**src/rtl/uart_pkg.sv**
```systemverilog
`default_nettype none
// ============================================================================
// Module   : uart_pkg
// Brief    : Shared framing constants and FSM state encodings for the UART.
// Revision : 1.0 - initial release
// ============================================================================
package uart_pkg;

    localparam int OVERSAMPLE = 16;
    localparam int MID_SAMPLE = 8;
    localparam int DATA_BITS  = 8;

    typedef enum logic [2:0] {
        RX_IDLE      = 3'd0,
        RX_START     = 3'd1,
        RX_DATA      = 3'd2,
        RX_STOP      = 3'd3,
        RX_WAIT_IDLE = 3'd4
    } rx_state_t;

    typedef enum logic [1:0] {
        TX_IDLE  = 2'd0,
        TX_START = 2'd1,
        TX_DATA  = 2'd2,
        TX_STOP  = 2'd3
    } tx_state_t;

endpackage
`default_nettype wire

```
**src/rtl/uart_tick_gen.sv**
```systemverilog
`default_nettype none
// ============================================================================
// Module   : uart_tick_gen
// Brief    : Free-running divider emitting one oversample tick every DIV clocks.
// Revision : 1.0 - initial release
// ============================================================================
module uart_tick_gen #(
    parameter int DIV = 1
) (
    input  logic clk,
    input  logic rst,
    output logic tick
);

    localparam int            CW     = (DIV > 1) ? $clog2(DIV) : 1;
    localparam logic [CW-1:0] c_last = CW'(DIV - 1);

    logic [CW-1:0] cnt_q;

    always_ff @(posedge clk or negedge rst) begin
        if (!rst) begin
            cnt_q <= '0;
        end else if (cnt_q == c_last) begin
            cnt_q <= '0;
        end else begin
            cnt_q <= cnt_q + 1'b1;
        end
    end

    assign tick = (cnt_q == c_last);

endmodule
`default_nettype wire

```
**src/rtl/uart_transceiver.sv**
```systemverilog
`default_nettype none
// ============================================================================
// Module   : uart_transceiver
// Brief    : Full-duplex 8N1 UART byte transceiver, 16x oversampled receiver.
// Revision : 1.0 - initial release
// ============================================================================
module uart_transceiver
    import uart_pkg::*;
#(
    parameter int baud_rate    = 9600,
    parameter int sys_clk_freq = 12000000
) (
    input  logic       clk,
    input  logic       rst,
    input  logic       rx,
    output logic       tx,
    input  logic       transmit,
    input  logic [7:0] tx_byte,
    output logic       received,
    output logic [7:0] rx_byte,
    output logic       is_receiving,
    output logic       is_transmitting,
    output logic       recv_error
);

    localparam int DIV_RAW = sys_clk_freq / (baud_rate * OVERSAMPLE);
    localparam int DIV     = (DIV_RAW < 1) ? 1 : DIV_RAW;

    localparam logic [3:0] c_phase_last = 4'(OVERSAMPLE - 1);
    localparam logic [3:0] c_phase_mid  = 4'(MID_SAMPLE - 1);
    localparam logic [2:0] c_bit_last   = 3'(DATA_BITS - 1);

    logic       tick;
    logic       rx_meta_q, rx_sync_q;

    rx_state_t  rx_state_q;
    logic [3:0] rx_phase_q;
    logic [2:0] rx_bit_q;
    logic [7:0] rx_shift_q, rx_byte_q;
    logic       received_q, recv_error_q, is_receiving_q;

    tx_state_t  tx_state_q;
    logic [3:0] tx_phase_q;
    logic [2:0] tx_bit_q;
    logic [7:0] tx_shift_q;
    logic       tx_q, is_transmitting_q;

    uart_tick_gen #(.DIV(DIV)) u_tick_gen (
        .clk  (clk),
        .rst  (rst),
        .tick (tick)
    );

    always_ff @(posedge clk or negedge rst) begin
        if (!rst) begin
            rx_meta_q <= 1'b1;
            rx_sync_q <= 1'b1;
        end else begin
            rx_meta_q <= rx;
            rx_sync_q <= rx_meta_q;
        end
    end

    // Receiver: phase counts ticks within the current bit; data bits are sampled mid-bit.
    always_ff @(posedge clk or negedge rst) begin
        if (!rst) begin
            rx_state_q     <= RX_IDLE;
            rx_phase_q     <= '0;
            rx_bit_q       <= '0;
            rx_shift_q     <= '0;
            rx_byte_q      <= '0;
            received_q     <= 1'b0;
            recv_error_q   <= 1'b0;
            is_receiving_q <= 1'b0;
        end else begin
            received_q   <= 1'b0;
            recv_error_q <= 1'b0;
            case (rx_state_q)
                RX_IDLE: begin
                    if (!rx_sync_q) begin
                        rx_state_q     <= RX_START;
                        rx_phase_q     <= '0;
                        is_receiving_q <= 1'b1;
                    end
                end
                RX_START: begin
                    if (tick) begin
                        if (rx_phase_q == c_phase_mid) begin
                            rx_phase_q <= '0;
                            rx_bit_q   <= '0;
                            if (rx_sync_q) begin
                                rx_state_q     <= RX_IDLE;
                                is_receiving_q <= 1'b0;
                            end else begin
                                rx_state_q <= RX_DATA;
                            end
                        end else begin
                            rx_phase_q <= rx_phase_q + 4'd1;
                        end
                    end
                end
                RX_DATA: begin
                    if (tick) begin
                        if (rx_phase_q == c_phase_last) begin
                            rx_phase_q <= '0;
                            rx_shift_q <= {rx_sync_q, rx_shift_q[7:1]};
                            if (rx_bit_q == c_bit_last) begin
                                rx_state_q <= RX_STOP;
                            end else begin
                                rx_bit_q <= rx_bit_q + 3'd1;
                            end
                        end else begin
                            rx_phase_q <= rx_phase_q + 4'd1;
                        end
                    end
                end
                RX_STOP: begin
                    if (tick) begin
                        if (rx_phase_q == c_phase_last) begin
                            rx_phase_q <= '0;
                            if (rx_sync_q) begin
                                rx_byte_q      <= rx_shift_q;
                                received_q     <= 1'b1;
                                is_receiving_q <= 1'b0;
                                rx_state_q     <= RX_IDLE;
                            end else begin
                                recv_error_q <= 1'b1;
                                rx_state_q   <= RX_WAIT_IDLE;
                            end
                        end else begin
                            rx_phase_q <= rx_phase_q + 4'd1;
                        end
                    end
                end
                RX_WAIT_IDLE: begin
                    if (rx_sync_q) begin
                        rx_state_q     <= RX_IDLE;
                        is_receiving_q <= 1'b0;
                    end
                end
                default: begin
                    rx_state_q     <= RX_IDLE;
                    is_receiving_q <= 1'b0;
                end
            endcase
        end
    end

    // Transmitter: tx is registered so reset forces the line high without a glitch path.
    always_ff @(posedge clk or negedge rst) begin
        if (!rst) begin
            tx_state_q        <= TX_IDLE;
            tx_phase_q        <= '0;
            tx_bit_q          <= '0;
            tx_shift_q        <= '0;
            tx_q              <= 1'b1;
            is_transmitting_q <= 1'b0;
        end else begin
            case (tx_state_q)
                TX_IDLE: begin
                    if (transmit) begin
                        tx_shift_q        <= tx_byte;
                        tx_phase_q        <= '0;
                        tx_q              <= 1'b0;
                        is_transmitting_q <= 1'b1;
                        tx_state_q        <= TX_START;
                    end
                end
                TX_START: begin
                    if (tick) begin
                        if (tx_phase_q == c_phase_last) begin
                            tx_phase_q <= '0;
                            tx_bit_q   <= '0;
                            tx_q       <= tx_shift_q[0];
                            tx_shift_q <= {1'b0, tx_shift_q[7:1]};
                            tx_state_q <= TX_DATA;
                        end else begin
                            tx_phase_q <= tx_phase_q + 4'd1;
                        end
                    end
                end
                TX_DATA: begin
                    if (tick) begin
                        if (tx_phase_q == c_phase_last) begin
                            tx_phase_q <= '0;
                            if (tx_bit_q == c_bit_last) begin
                                tx_q       <= 1'b1;
                                tx_state_q <= TX_STOP;
                            end else begin
                                tx_bit_q   <= tx_bit_q + 3'd1;
                                tx_q       <= tx_shift_q[0];
                                tx_shift_q <= {1'b0, tx_shift_q[7:1]};
                            end
                        end else begin
                            tx_phase_q <= tx_phase_q + 4'd1;
                        end
                    end
                end
                TX_STOP: begin
                    if (tick) begin
                        if (tx_phase_q == c_phase_last) begin
                            tx_phase_q        <= '0;
                            is_transmitting_q <= 1'b0;
                            tx_state_q        <= TX_IDLE;
                        end else begin
                            tx_phase_q <= tx_phase_q + 4'd1;
                        end
                    end
                end
                default: begin
                    tx_q              <= 1'b1;
                    is_transmitting_q <= 1'b0;
                    tx_state_q        <= TX_IDLE;
                end
            endcase
        end
    end

    assign tx              = tx_q;
    assign received        = received_q;
    assign rx_byte         = rx_byte_q;
    assign is_receiving    = is_receiving_q;
    assign is_transmitting = is_transmitting_q;
    assign recv_error      = recv_error_q;

endmodule
`default_nettype wire

```
**config.mk**
```make
export PLATFORM = sky130hd
export DESIGN_NAME = uart_transceiver
export DESIGN_NICKNAME = d
export VERILOG_FILES = /design/src/rtl/uart_pkg.sv /design/src/rtl/uart_tick_gen.sv /design/src/rtl/uart_transceiver.sv
export SDC_FILE = /design/constraint.sdc
export NUM_CORES = 1
export LEC_CHECK = 0
export ABC_AREA = 1
export BUFFER_PORTS_ARGS = -buffer_cell sky130_fd_sc_hd__buf_2
export CAP_MARGIN = 0
export CORE_MARGIN = 2
export CORE_UTILIZATION = 55
export CTS_CLUSTER_DIAMETER = 150
export DETAILED_ROUTE_END_ITERATION = 8
export GPL_TIMING_DRIVEN = 0
export PLACE_DENSITY = 0.7
export SLEW_MARGIN = 15
export SYNTH_ARGS = -nofsm -noshare
export SYNTH_HDL_FRONTEND = slang
export SYNTH_SLANG_ARGS = --single-unit
```
**constraint.sdc**
```tcl
create_clock -name clk -period 2.1 [get_ports clk]
set_input_delay 0 -clock clk [delete_from_list [all_inputs] [get_ports clk]]
set_output_delay 0 -clock clk [all_outputs]
set_load 0.05 [all_outputs]
```
==> impl_summary.md, run 1 <==
Run status
The run finished with clean final reports.

STA
The slew at the pin with the worst max-slew slack is 0.705 ns. Setup repair after global routing left no endpoint under its margin. The number of max-slew violations in the final report is 0. The total negative setup slack is 0 ns. Measured against its own limit, the worst slew margin works out to 0.530.

The clock period could shrink to 1.83 ns. In the finished design, the share of the clock period the worst path needs comes to 0.870. The final setup violation count is 0.

The setup clock skew after layout is roughly 0.0085 ns. The timing-limited maximum frequency is between 0.5 and 0.6 GHz. The total count of hold-check failures in the final report is 0.

Floorplan
The floorplan has 26 rows. The die covers 0.00590 mm². The area of the core region is 0.00511 mm².

The width of the die is about 77 µm. 25 I/O pins were placed. The vertical die dimension is approximately 77 µm.

For this configuration, the core starts out at a cell density of 0.571.

Clock tree
The count of H-tree levels built during CTS is 3. The root buffer cell chosen for the clock tree is sky130_fd_sc_hd__clkbuf_8. Once the clock tree was built, the setup fixing pass inserted 0 buffers. The CTS tree is built. The TritonCTS buffer count is 9.

The hold buffer count at CTS is 11. The buffer levels on the longest clock path is 2. The clock sink total is 57. After clock tree synthesis, the clock-pin slew on the worst setup and hold paths is 0.07 ns. In this run, post-CTS repair resized a total of 0 instances. The clock reaches the later pin of the worst-skew pair after around 0.33 ns.

Setup path
The startpoint type of the worst setup path is a flop. The signal on the critical path passes through inv_1 > ha_1 > inv_1 > nand2_1 > nand2_1 > nand2_4 > nor2_8 > nand2_4 > nand2_1 > nand2_1. The arrival time of the worst setup path is 2.06 ns. The cell type with the highest occurrence count on the critical path is sky130_fd_sc_hd__nand2_1. The cell with the largest stage delay on the worst path is sky130_fd_sc_hd__dfrtp_1.

Data on the critical path is required at its endpoint by 2.33 ns. The biggest fanout along the worst timing path is 10. The class of the most critical setup path is reg2reg. The type of destination of the critical path is a flop.

On the worst path, the slowest cell contributes a delay of 0.40 ns.

Power
Cell internal power was estimated by the tool at 2.32 mW. The power dissipated by switching net loads is ~1.3 mW. The worst-case IR drop observed on VDD is 1.03 mV. The share of total power dissipated in sequential elements is 0.375.

For this design the static power due to leakage is roughly 1.8 nW. The share of total power in combinational logic is 0.322. The switching share of power is 0.360. The share of total power dissipated in the clock network is 0.303. Power spread over the standard cell area amounts to 1050 mW/mm².

Global route
The number of antenna violations at the first check in global routing was 0. Across every metal layer, demand over resource in global routing totals 0.210. For met2 alone, demand over resource in global routing was 0.339.

The first-pass GRT wire length is 9800 µm. The number of global-route vias before repair is approximately 2.3k. For met3 alone, demand over resource in global routing was 0.0447. The layer flagged by global routing as most heavily used is met2. The global route total overflow is 0. In the global route stage, met1 resource usage came out at 0.267.

Entering global routing, the biggest net connects 58 pins.

Synthesis
Synthesis produced a netlist whose cell count is ~360. The synthesized netlist occupies a cell area of between 0.002 and 0.003 mm². The number of different library cells in the post-synthesis netlist is 29.

The async set or reset register ratio after synthesis is 1.00. The number of enable flip-flop cells after synthesis is 0. Of the synthesized area, sequential elements account for 0.491. During synthesis, Yosys emitted a total of 0 warnings. The register bit count reported by yosys is 57. For this run, the leading register cell type out of synthesis is sky130_fd_sc_hd__dfrtp_1.

The average cell area after synthesis is a little over 8 µm². Of the post-synthesis cell area, the dominant cell type holds 0.464. The number of nets in the synthesized netlist is around 380. The post-synthesis cell type with the largest combined area is sky130_fd_sc_hd__dfrtp_1. Yosys attributes the largest share of cell area to sky130_fd_sc_hd__dfrtp_1, sky130_fd_sc_hd__nand2_1, sky130_fd_sc_hd__ha_1.

Detailed routing
The via count of the routed design is roughly 2.3k. After detailed routing, the number of remaining DRC violations is 0. For this block, the initial DRC count from the detailed router was 149. The first TritonRoute pass finished after 4 iterations. The per-cell via count in the routed design is 4.88. The wire length per cell after detailed routing is 10.9 µm. The number of routed nets with antenna violations is 0.

The total routed wirelength is around 5200 µm.

Worst hold path
The worst hold path class is in2async.

Placed design
At the end of routability-driven placement, the weighted congestion stood at 0.810. The number of placed instances, taps included, is around 450. The number of buffers added on ports is 24.

Summed over all nets, the half-perimeter wirelength after detailed placement is 3660 µm.

Finish
The post-synthesis to final-layout area growth is 18.2%. Of the cells placed in the final design, the portion with a size suffix greater than 1 is 0.172. The final layout net count is 428. The repair_antennas step left the layout with diodes totalling 0. Once layout is complete, the utilization of the core stands at 0.675. The count of fill cells added during filler insertion is 446.

The non-filler instance count after layout is ~480. In the layout the commonest cells are sky130_fd_sc_hd__nand2_1, sky130_fd_sc_hd__dfrtp_1, sky130_fd_sc_hd__inv_1. Leaving out fill and tap cells, the most frequent cell in the layout is sky130_fd_sc_hd__nand2_1.

Run
The max capacitance violation total is 0.
through the flow:
stage | total power [mW] | hold slack [ns] | area, µm² | setup slack [ns]
floorplan | 2.29 | -0.296 | 2910 | 0.477
global placement | 2.51 | 0.117 | 3120 | 0.291
detailed placement | 2.54 | 0.103 | 3120 | 0.272
CTS | 3.67 | 0.284 | 3450 | 0.263
global route | 3.90 | 0.316 | 3450 | 0.136
finish | 3.62 | 0.264 | 3450 | 0.273
sequential cells by signal, summed over array words and instances (netlist names):
register          count
tx_state_q            2
rx_sync_q             1
rx_state_q            3
received              1
tx                    1
is_receiving          1
tx_shift_q            8
u_tick_gen.cnt_q      7
rx_meta_q             1
recv_error            1
rx_byte               8
tx_phase_q            4
is_transmitting       1
rx_phase_q            4
rx_bit_q              3
rx_shift_q            8
tx_bit_q              3
synth_stat cells, types with 4 or more instances:
cell type	n
sky130_fd_sc_hd__dfrtp_1	54
sky130_fd_sc_hd__ha_1	13
sky130_fd_sc_hd__nand2_1	123
sky130_fd_sc_hd__nand3_1	27
sky130_fd_sc_hd__o21ai_0	19
sky130_fd_sc_hd__a21oi_1	6
sky130_fd_sc_hd__or2_2	4
sky130_fd_sc_hd__nand2_2	4
sky130_fd_sc_hd__o21ai_1	16
sky130_fd_sc_hd__nor2_2	4
sky130_fd_sc_hd__nor2_1	20
sky130_fd_sc_hd__inv_2	4
sky130_fd_sc_hd__inv_1	34
layer usage:
layer,wire length (µm),vias up
met5,0,-
met2,2410,33
met4,112,0
li1,-,1235
met1,2530,1056
met3,147,9
worst max-delay path: cells and delay by family (launching register included):
family | cells | cell delay (ns)
flops | 1 | 0.40
simple gates | 7 | 0.83
fa+ha+maj | 1 | 0.25
buf+inv | 2 | 0.23
path summary, 6_finish.rpt:
kind	start	to	slack [ns]	cells past startpoint
worst max register to register	tx_state_q[0]$_DFFE_PN0P_	tx_shift_q[2]$_DFFE_PN0P_	0.27	10
worst min-delay path	rst	rx_phase_q[3]$_DFFE_PN0P_	0.26	2
min in group clk	rx	rx_meta_q$_DFF_PN1_	0.32	2
worst min register to register	rx_meta_q$_DFF_PN1_	rx_sync_q$_DFF_PN1_	0.36	0
worst max-delay path	tx_state_q[0]$_DFFE_PN0P_	tx_shift_q[2]$_DFFE_PN0P_	0.27	10
max in group asynchronous	rst	tx_phase_q[0]$_DFFE_PN0P_	1.38	2
cell families (layout without fill, tap and decap cells):
logic type,count (synthesis),count (layout),synth area share
fa+ha+maj,13,13,0.0558
flops,57,57,0.491
simple gates,199,199,0.312
xor+xnor,3,3,0.00902
compound gates,42,42,0.0734
buf+inv,43,94,0.0592
layout make-up:
cell class / instances / area, µm² / share of cell area
buffer: 5 / 30.0 / 0.00871
inverter: 38 / 143 / 0.0414
multi-input combinational: 257 / 1310 / 0.381
timing repair buffer: 35 / 233 / 0.0675
clock inverter: 5 / 80.1 / 0.0232
sequential: 57 / 1430 / 0.415
tap: 70 / 87.6 / 0.0254
clock buffer: 11 / 131 / 0.0381
power by group through the flow:
stage	logic [mW]	clock network, mW	registers (mW)
2_1_floorplan	0.862	0	1.42
3_3_place_gp	1.14	0	1.37
3_5_place_dp	1.17	0	1.37
4_1_cts	1.18	1.13	1.35
5_1_grt	1.36	1.17	1.38
6_report	1.16	1.10	1.36
(Power assumes the default switching activity.)
==> run 2, diff against run 1 <==
--- a/config.mk
+++ b/config.mk
@@ -8,7 +8,7 @@
 export ABC_AREA = 1
 export BUFFER_PORTS_ARGS = -buffer_cell sky130_fd_sc_hd__buf_2
 export CAP_MARGIN = 0
-export CORE_MARGIN = 2
+export CORE_MARGIN = 10
 export CORE_UTILIZATION = 55
 export CTS_CLUSTER_DIAMETER = 150
 export DETAILED_ROUTE_END_ITERATION = 8
==> constraint.sdc (replaced) <==
create_clock -name clk -period 1.9 [get_ports clk]
set_input_delay 0 -clock clk [delete_from_list [all_inputs] [get_ports clk]]
set_output_delay 0 -clock clk [all_outputs]
set_load 0.05 [all_outputs]
==> impl_summary.md, run 2 (synthesized netlist as in run 1, its figures left out) <==
Clock tree
The clock-pin slew reported for the worst setup and hold paths after clock tree synthesis is 0.07 ns (about the same). The clock latency reported for the late side of the worst-skew pair is 0.34 ns (about the same). The number of buffers added for setup after CTS was 0 (unchanged). The clock sink total is 57 (unchanged). The tree is rooted in a sky130_fd_sc_hd__clkbuf_8. The buffer levels on the longest clock path was 2 (unchanged). The count of H-tree levels built during CTS is 3 (unchanged).

The TritonCTS buffer count is 9 (unchanged). The CTS tree is built.

Setup path
The worst setup path is launched from a flop. The arrival time of the worst setup path is 1.95 ns (-0.11 ns). The buffers plus inverters on the worst setup path is 2 (unchanged). The required time of the critical path is 2.13 ns (-0.20 ns). The biggest fanout along the worst timing path is 10 (unchanged). The signal on the critical path passes through inv_1 > ha_1 > inv_1 > nand2_2 > nand2_2 > nand2_4 > nor2_8 > nand2_4 > nand2_1 > nand2_1.

STA classifies the critical path endpoint as a flop. The stage delay of the slowest cell on the critical path is 0.39 ns (about the same). The cell with the largest stage delay on the worst path is sky130_fd_sc_hd__dfrtp_1. By startpoint and endpoint, the worst setup path is classified as reg2reg. The top cell family by delay on the critical path is simple AND/OR/NAND/NOR gates.

Detailed routing
The wire length per cell after detailed routing is 11.6 µm (+6.8%). The number of routed nets with antenna violations is 0 (unchanged). The total routed wirelength is 5540 µm (+6.6%).

The via count of the routed design is 2,353 (+0.86%). The per-cell via count in the routed design is 4.93 (+1.1%). The remaining design rule violation count came to 0 (unchanged).

The total iterations of the first detailed-routing run is 4 (unchanged). The DRC violation total after the first TritonRoute iteration came to 82 (-45%).

Floorplan
The floorplan die area came to 0.00861 mm² (+46%). The vertical die dimension is 92.8 µm (+21%). The area of the core region is 0.00511 mm² (unchanged). The starting density of the core came to 0.571 (unchanged). The number of cell rows is 26 (unchanged). The width of the die was 92.8 µm (+21%). The number of I/O pins is 25 (unchanged).

Finish
The library cells used most frequently in the layout, excluding fill and tap cells, are sky130_fd_sc_hd__nand2_1, sky130_fd_sc_hd__dfrtp_1, sky130_fd_sc_hd__inv_1. The area taken by flip-flops and latches came to 0.00143 mm² (unchanged). The count of fill cells added during filler insertion is 444 (-0.45%).

The leading cell type in the layout, fill and taps excluded is sky130_fd_sc_hd__nand2_1. The utilization of the core after routing was 0.667 (-0.00735). The number of diodes added for antenna fixing is 0 (unchanged). The share of layout cells above drive strength 1 is 0.179 (+0.00779). The final layout net count is 427 (-0.23%). The multi-input logic area is 0.00132 mm² (+0.38%). Compared with the post-synthesis result, the final layout area differs by 17.0%.

Global route
The met1 layer usage reported by global route is 0.164 (-0.103). The global-route met3 utilization is 0.0500 (+0.00533). The number of global-route vias before repair came to 2,367 (+5.2%). The global routing's busiest layer is met2. The first-pass GRT wire length came to 10,100 µm (+2.7%). The met2 demand-to-capacity share in global routing is 0.235 (-0.104). The global route total overflow is 0 (unchanged). The number of antenna violations at the first check in global routing is 0 (unchanged). The pin count of the biggest net entering global routing is 58 (unchanged). The overall global routing resource usage came to 0.142 (-0.0686).

Placed design
The post-placement setup slack is 0.0651 ns (-0.207 ns). The placer congestion estimate is 0.831 (+2.6%). The number of buffers added on ports was 24 (unchanged). The final HPWL from detailed placement is 3940 µm (+7.8%).

STA
The setup clock skew after layout is 0.0112 ns (+0.00273 ns). The slew at the pin with the worst max-slew slack was 0.702 ns (-0.00240 ns). The total negative setup slack is 0 ns (unchanged). The normalized max-slew margin is 0.532 (+0.00160). Setup repair after global routing left no endpoint under its margin. The setup slack after layout came to 0.176 ns (-0.0971 ns).

The final critical-path share of the clock period was 0.907 (+0.0374). The clock period minus worst slack is 1.72 ns (-0.103 ns). The timing-limited maximum frequency is 0.580 GHz (+6.0%). The final setup violation count is 0 (unchanged). The number of max-slew violations in the final report is 0 (unchanged). The total count of hold-check failures in the final report was 0 (unchanged).

Run
The max capacitance violation total is 0 (unchanged).

Worst hold path
The worst hold path class is in2async.

Power
The peak supply drop is 1.02 mV (-1.1%). The standby leakage power is 1.76 nW (-0.66%). The power density relative to cell area is 1110 mW/mm² (+6.0%).

Run status
The flow ran to the end, and the final reports show no timing, DRC or antenna violations.
run 2: cell types whose count changed in the layout (fill, tap and decap cells not counted), sizes merged:
cell / before / now
clkinvlp: 2 / 1
bufinv: 2 / 0
clkbuf: 12 / 11
clkinv: 1 / 4
run 2: worst register-to-register path: stages, from the launching register on:
cell and delay, ns:
sky130_fd_sc_hd__dfrtp_1 0.39, sky130_fd_sc_hd__inv_1 0.09, sky130_fd_sc_hd__ha_1 0.25, sky130_fd_sc_hd__inv_1 0.15
sky130_fd_sc_hd__nand2_2 0.14, sky130_fd_sc_hd__nand2_2 0.13, sky130_fd_sc_hd__nand2_4 0.08, sky130_fd_sc_hd__nor2_8 0.16
sky130_fd_sc_hd__nand2_4 0.11, sky130_fd_sc_hd__nand2_1 0.07, sky130_fd_sc_hd__nand2_1 0.05
run 2: cell type report:
| type | instances | share of cell area |
|---|---|---|
| clock inverters | 5 | 0.00918 |
| repair buffers | 35 | 0.0683 |
| flip-flops and latches | 57 | 0.420 |
| clock buffers | 11 | 0.0415 |
| well taps | 70 | 0.0257 |
| multi-input cells | 257 | 0.386 |
| plain buffers | 4 | 0.00771 |
| inverters | 38 | 0.0419 |
run 2: worst paths after layout:
check / from / endpoint / slack (ns) / cells after the start
hold / removal: rst / rx_phase_q[3]$_DFFE_PN0P_ / 0.25 / 2
setup / recovery: tx_state_q[0]$_DFFE_PN0P_ / tx_shift_q[2]$_DFFE_PN0P_ / 0.18 / 10
hold reg to reg: rx_meta_q$_DFF_PN1_ / rx_sync_q$_DFF_PN1_ / 0.35 / 0
setup reg to reg: tx_state_q[0]$_DFFE_PN0P_ / tx_shift_q[2]$_DFFE_PN0P_ / 0.18 / 10
max in group asynchronous: rst / tx_shift_q[1]$_DFFE_PN0P_ / 1.19 / 2
min in group clk: rx / rx_meta_q$_DFF_PN1_ / 0.32 / 2
run 2: layer usage:
layer	vias to the layer above	share of wire
met2	34	0.48
li1	1228	-
met4	0	0.0099
met5	-	0
met1	1084	0.46
met3	7	0.048
run 2: power breakdown:
| group | internal, mW | leakage, nW | switching (mW) |
|---|---|---|---|
| clock | 0.503 | 0.0891 | 0.495 |
| sequential | 1.39 | 0.743 | 0.105 |
| combinational | 0.438 | 0.924 | 0.861 |
| total | 2.33 | 1.76 | 1.46 |
run 2: repair_timing:
action | 4_1_cts | 5_1_grt
resized for setup | 0 | 2
endpoints found under the hold margin | 64 | 0
endpoints found under the setup margin | 0 | 11
hold buffers | 11 | 0
run 2: metrics by stage:
step	area, µm²	power, mW	hold WS (ns)	cells
after floorplan	2910	2.53	-0.296	357
after global placement	3120	2.78	0.118	451
after detailed placement	3120	2.80	0.102	451
after CTS	3410	3.84	0.277	478
after global routing	3410	4.11	0.316	477
final	3410	3.79	0.255	477
==> run 3, diff against run 2 <==
--- a/config.mk
+++ b/config.mk
@@ -17,4 +17,5 @@
 export SLEW_MARGIN = 15
 export SYNTH_ARGS = -nofsm -noshare
 export SYNTH_HDL_FRONTEND = slang
+export SYNTH_HIERARCHICAL = 1
 export SYNTH_SLANG_ARGS = --single-unit
==> impl_summary.md, run 3 <==
Global route
The number of global-route vias before repair came to 2,351 (-0.68%). The first-pass GRT wire length came to 10,400 µm (+3.8%). The number of antenna violations at the first check in global routing is 0 (unchanged). The pin count of the biggest net entering global routing came to 58 (unchanged). The overall global routing resource usage came to 0.146 (+0.00447). The global route total overflow is 0 (unchanged).

Detailed routing
The per-cell via count in the routed design is 4.91 (-0.43%). The remaining design rule violation count is 0 (unchanged). The via count of the routed design is 2,387 (+1.4%). The detailed-routed wire length on met3 is 227 µm (-15%). The wire length on met1 is 2780 µm (+9.0%). The wire length on met2 is 2920 µm (+9.3%). The wire length per cell after detailed routing came to 12.3 µm (+5.5%). The DRC violation total after the first TritonRoute iteration is 89 (+8.5%).

The total iterations of the first detailed-routing run is 4 (unchanged). The number of routed nets with antenna violations is 0 (unchanged). The total routed wirelength is 5950 µm (+7.5%). The uppermost metal layer occupied by signal nets is met4.

Power
The sequential group share of total power is 0.382 (-0.013). The switching share of power came to 0.323 (-0.0620). The total power is 3.76 mW (-0.89%). The standby leakage power is 1.84 nW (+4.6%). The power dissipated by switching net loads is 1.21 mW (-17%). The cell-internal power was 2.55 mW (+9.1%). The power density relative to cell area is 1060 mW/mm² (-5.0%). The share of total power in combinational logic came to 0.282 (-0.060). The clock share of power is 0.336 (+0.073). The peak supply drop is 0.894 mV (-12%).

STA
The total negative setup slack was 0 ns (unchanged). The final setup violation count is 0 (unchanged). The timing-limited maximum frequency was 0.561 GHz (-3.4%). The worst hold-check slack was 0.0463 ns (-0.208 ns). The setup clock skew after layout was 0.00980 ns (-0.00142 ns). The clock period minus worst slack is 1.78 ns (+0.0601 ns). The setup slack after layout was 0.116 ns (-0.0601 ns). The normalized max-slew margin is 0.530 (-0.00179). The number of max-slew violations in the final report is 0 (unchanged). The slew at the pin with the worst max-slew slack is 0.705 ns (+0.00268 ns).

The final critical-path share of the clock period is 0.939 (+0.0316). The total count of hold-check failures in the final report is 0 (unchanged).

Setup path
The worst reg-to-reg setup slack is 0.12 ns (-0.06 ns). The class of the most critical setup path is reg2reg. The worst reg-to-reg path cell count is 13 (+3). The arrival time of the worst setup path is 2.05 ns (+0.10 ns). The worst setup path is launched from a flop. In this run the critical register-to-register path is launched from u_tick_gen/cnt_q[1]$_DFF_PN0_. The required time of the critical path was 2.16 ns (+0.03 ns).

STA classifies the critical path endpoint as a flop. The endpoint identified for the worst register-to-register timing path is tx_shift_q[1]$_DFFE_PN0P_. The biggest fanout along the worst timing path is 8 (-2).

Worst hold path
The worst hold path was traced through 4 stages. The worst hold endpoint is tx_phase_q[2]$_DFFE_PN0P_. The path class of the tightest hold or removal check is in2reg. In this run the most critical hold path is launched from transmit.

Synthesis
After synthesis, the largest family of logic cells by area is simple AND/OR/NAND/NOR gates. The most numerous cell in the Yosys netlist is sky130_fd_sc_hd__nand2_1. The yosys synthesis warning count is 6 (+6). The mux share of post-synthesis cell area is 0 (unchanged).

The sequential element share of the synthesized area was 0.481 (-0.00991). The area share of the largest cell type after synthesis is 0.454 (-0.00936). The post-synthesis instance area is 0.00297 mm² (+2.1%).

The number of different library cells in the post-synthesis netlist is 32 (+10%). The async set or reset register ratio after synthesis was 1.00 (unchanged). The number of nets produced by synthesis was 386 (+1.0%).

The complex-gate fraction of the synthesized area is 0.0934 (+0.0200). By area the synthesized netlist is led by sky130_fd_sc_hd__dfrtp_1, sky130_fd_sc_hd__nand2_1, sky130_fd_sc_hd__ha_1. The average cell area after synthesis is 8.22 µm² (+0.65%). The xor/xnor share of the synthesized area is 0.0118 (+0.00276). The post-synthesis cell type with the largest combined area is sky130_fd_sc_hd__dfrtp_1. The synthesized instance count was 362 (+1.4%). The share of synthesized cell area in full adder, half adder and majority cells is 0.0505 (-0.00533). The register bit count reported by yosys is 57 (unchanged). Ranked by instance count, the synthesized netlist is headed by sky130_fd_sc_hd__nand2_1, sky130_fd_sc_hd__dfrtp_1, sky130_fd_sc_hd__inv_1. The number of enable flip-flop cells after synthesis was 0 (unchanged). Among all flip-flop cells after synthesis, the most frequent one is sky130_fd_sc_hd__dfrtp_1. The simple logic cell fraction of the synthesized area is 0.298 (-0.0139).

Placed design
The number of buffers added on ports came to 24 (unchanged). The placer congestion estimate is 0.837 (+0.78%). The post-placement setup slack was -0.0125 ns (-0.0777 ns). The final HPWL from detailed placement is 4120 µm (+4.5%).

Finish
In the layout the commonest cells are sky130_fd_sc_hd__nand2_1, sky130_fd_sc_hd__dfrtp_1, sky130_fd_sc_hd__inv_1. The final layout net count came to 435 (+1.9%). The share of layout cells above drive strength 1 was 0.221 (+0.0418). From synthesis to final layout, the design area changed by 19.6%.

The utilization of the core after routing came to 0.687 (+0.0202). The count of fill cells added during filler insertion is 408 (-8.1%). The number of diodes added for antenna fixing is 0 (unchanged). The leading cell type in the layout, fill and taps excluded is sky130_fd_sc_hd__nand2_1.

Floorplan
The width of the die came to 93.5 µm (+0.80%). The starting density of the core was 0.575 (+0.00443). The vertical die dimension came to 93.5 µm (+0.80%). The number of cell rows came to 26 (unchanged). The area of the core region came to 0.00517 mm² (+1.3%). The number of I/O pins is 25 (unchanged). The floorplan die area is 0.00875 mm² (+1.6%).

Clock tree
The library cell used as clock root buffer is sky130_fd_sc_hd__clkbuf_8. The clock latency reported for the late side of the worst-skew pair is 0.33 ns (about the same). The clock sink total is 57 (unchanged). TritonCTS built the clock tree. The count of H-tree levels built during CTS came to 3 (unchanged). The buffer levels on the longest clock path came to 2 (unchanged). The TritonCTS buffer count is 9 (unchanged). The clock-pin slew reported for the worst setup and hold paths after clock tree synthesis came to 0.06 ns (about the same).

Run
The max capacitance violation total is 0 (unchanged).

Run status
The flow ran to the end, and the final reports show no timing, DRC or antenna violations.
==> run 3: cell count changes after synthesis, sizes merged, moves of 2 or more <==
cell   previous run  this run
a21oi             7         4
inv              38        41
nand3            30        27
nor2             25        33
o21ai            35        37
or2               4         2
xnor2             0         2
==> run 3: cell families after synthesis <==
kind of cell	count (synthesis)
compound gates	44
fa+ha+maj	12
buf+inv	46
simple gates	199
flops	57
xor+xnor	4
==> run 3: what timing repair did <==
| action | in CTS | in global routing |
|---|---|---|
| hold buffers | 10 | 0 |
| endpoints found under the hold margin | 63 | 0 |
| resized for setup | 1 | 11 |
| pin swaps | 0 | 2 |
| setup endpoints to repair | 1 | 12 |
| setup buffers | 0 | 4 |
==> run 3: stage by stage <==
| step | instance area [µm²] | cells |
|---|---|---|
| final | 3560 | 486 |
| after global routing | 3560 | 486 |
| after CTS | 3510 | 482 |
| after detailed placement | 3180 | 456 |
| after global placement | 3180 | 456 |
| after floorplan | 2970 | 362 |
==> run 3: power groups by stage <==
stage          registers (mW)  logic (mW)  clock network, mW
3_3_place_gp             1.45       0.908                  0
5_1_grt                  1.45        1.22               1.35
2_1_floorplan            1.47       0.675                  0
3_5_place_dp             1.45       0.934                  0
4_1_cts                  1.44       0.962               1.29
6_report                 1.44        1.06               1.26
==> run 3: worst max-delay path, cell delays in order (launching register included) <==
cell and delay, ns:
sky130_fd_sc_hd__dfrtp_1 0.39, sky130_fd_sc_hd__inv_1 0.06, sky130_fd_sc_hd__ha_1 0.14, sky130_fd_sc_hd__nand2_1 0.06, sky130_fd_sc_hd__nor2_2 0.09, sky130_fd_sc_hd__nand2_2 0.08
sky130_fd_sc_hd__clkinv_4 0.07, sky130_fd_sc_hd__inv_2 0.07, sky130_fd_sc_hd__nand2_2 0.09, sky130_fd_sc_hd__nand4_1 0.16, sky130_fd_sc_hd__buf_4 0.20, sky130_fd_sc_hd__nor2_4 0.19
sky130_fd_sc_hd__nand2_1 0.08, sky130_fd_sc_hd__nand2_1 0.06
==> run 3: worst max path at each step <==
stage	from	endpoint	slack (ns)	cells after the start
after floorplan	u_tick_gen/cnt_q[1]$_DFF_PN0_	tx_shift_q[0]$_DFFE_PN0P_	0.29	12
after global placement	u_tick_gen/cnt_q[1]$_DFF_PN0_	tx_shift_q[3]$_DFFE_PN0P_	0.07	12
after detailed placement	u_tick_gen/cnt_q[1]$_DFF_PN0_	tx_shift_q[2]$_DFFE_PN0P_	-0.01	12
after CTS	u_tick_gen/cnt_q[1]$_DFF_PN0_	tx_shift_q[5]$_DFFE_PN0P_	0.03	12
after global routing	tx_state_q[0]$_DFFE_PN0P_	tx_shift_q[4]$_DFFE_PN0P_	-0.04	10
final	u_tick_gen/cnt_q[1]$_DFF_PN0_	tx_shift_q[1]$_DFFE_PN0P_	0.12	13
==> run 3: metal layers <==
| metal | track usage | up-vias |
|---|---|---|
| met2 | 0.245 | 35 |
| met3 | 0.0472 | 4 |
| li1 | - | 1245 |
| met1 | 0.175 | 1103 |
| met5 | 0 | - |
| met4 | 0.0418 | 0 |
==> run 3: cell type report <==
cell class                      instances  area, µm²  share of cell area
Buffer                                  5       45.0              0.0127
Clock buffer                           14        163              0.0457
Clock inverter                          2       60.1              0.0169
Inverter                               41        159              0.0447
Multi-Input combinational cell        259       1360               0.382
Sequential cell                        57       1430               0.402
Tap cell                               70       87.6              0.0246
Timing Repair Buffer                   38        253              0.0711
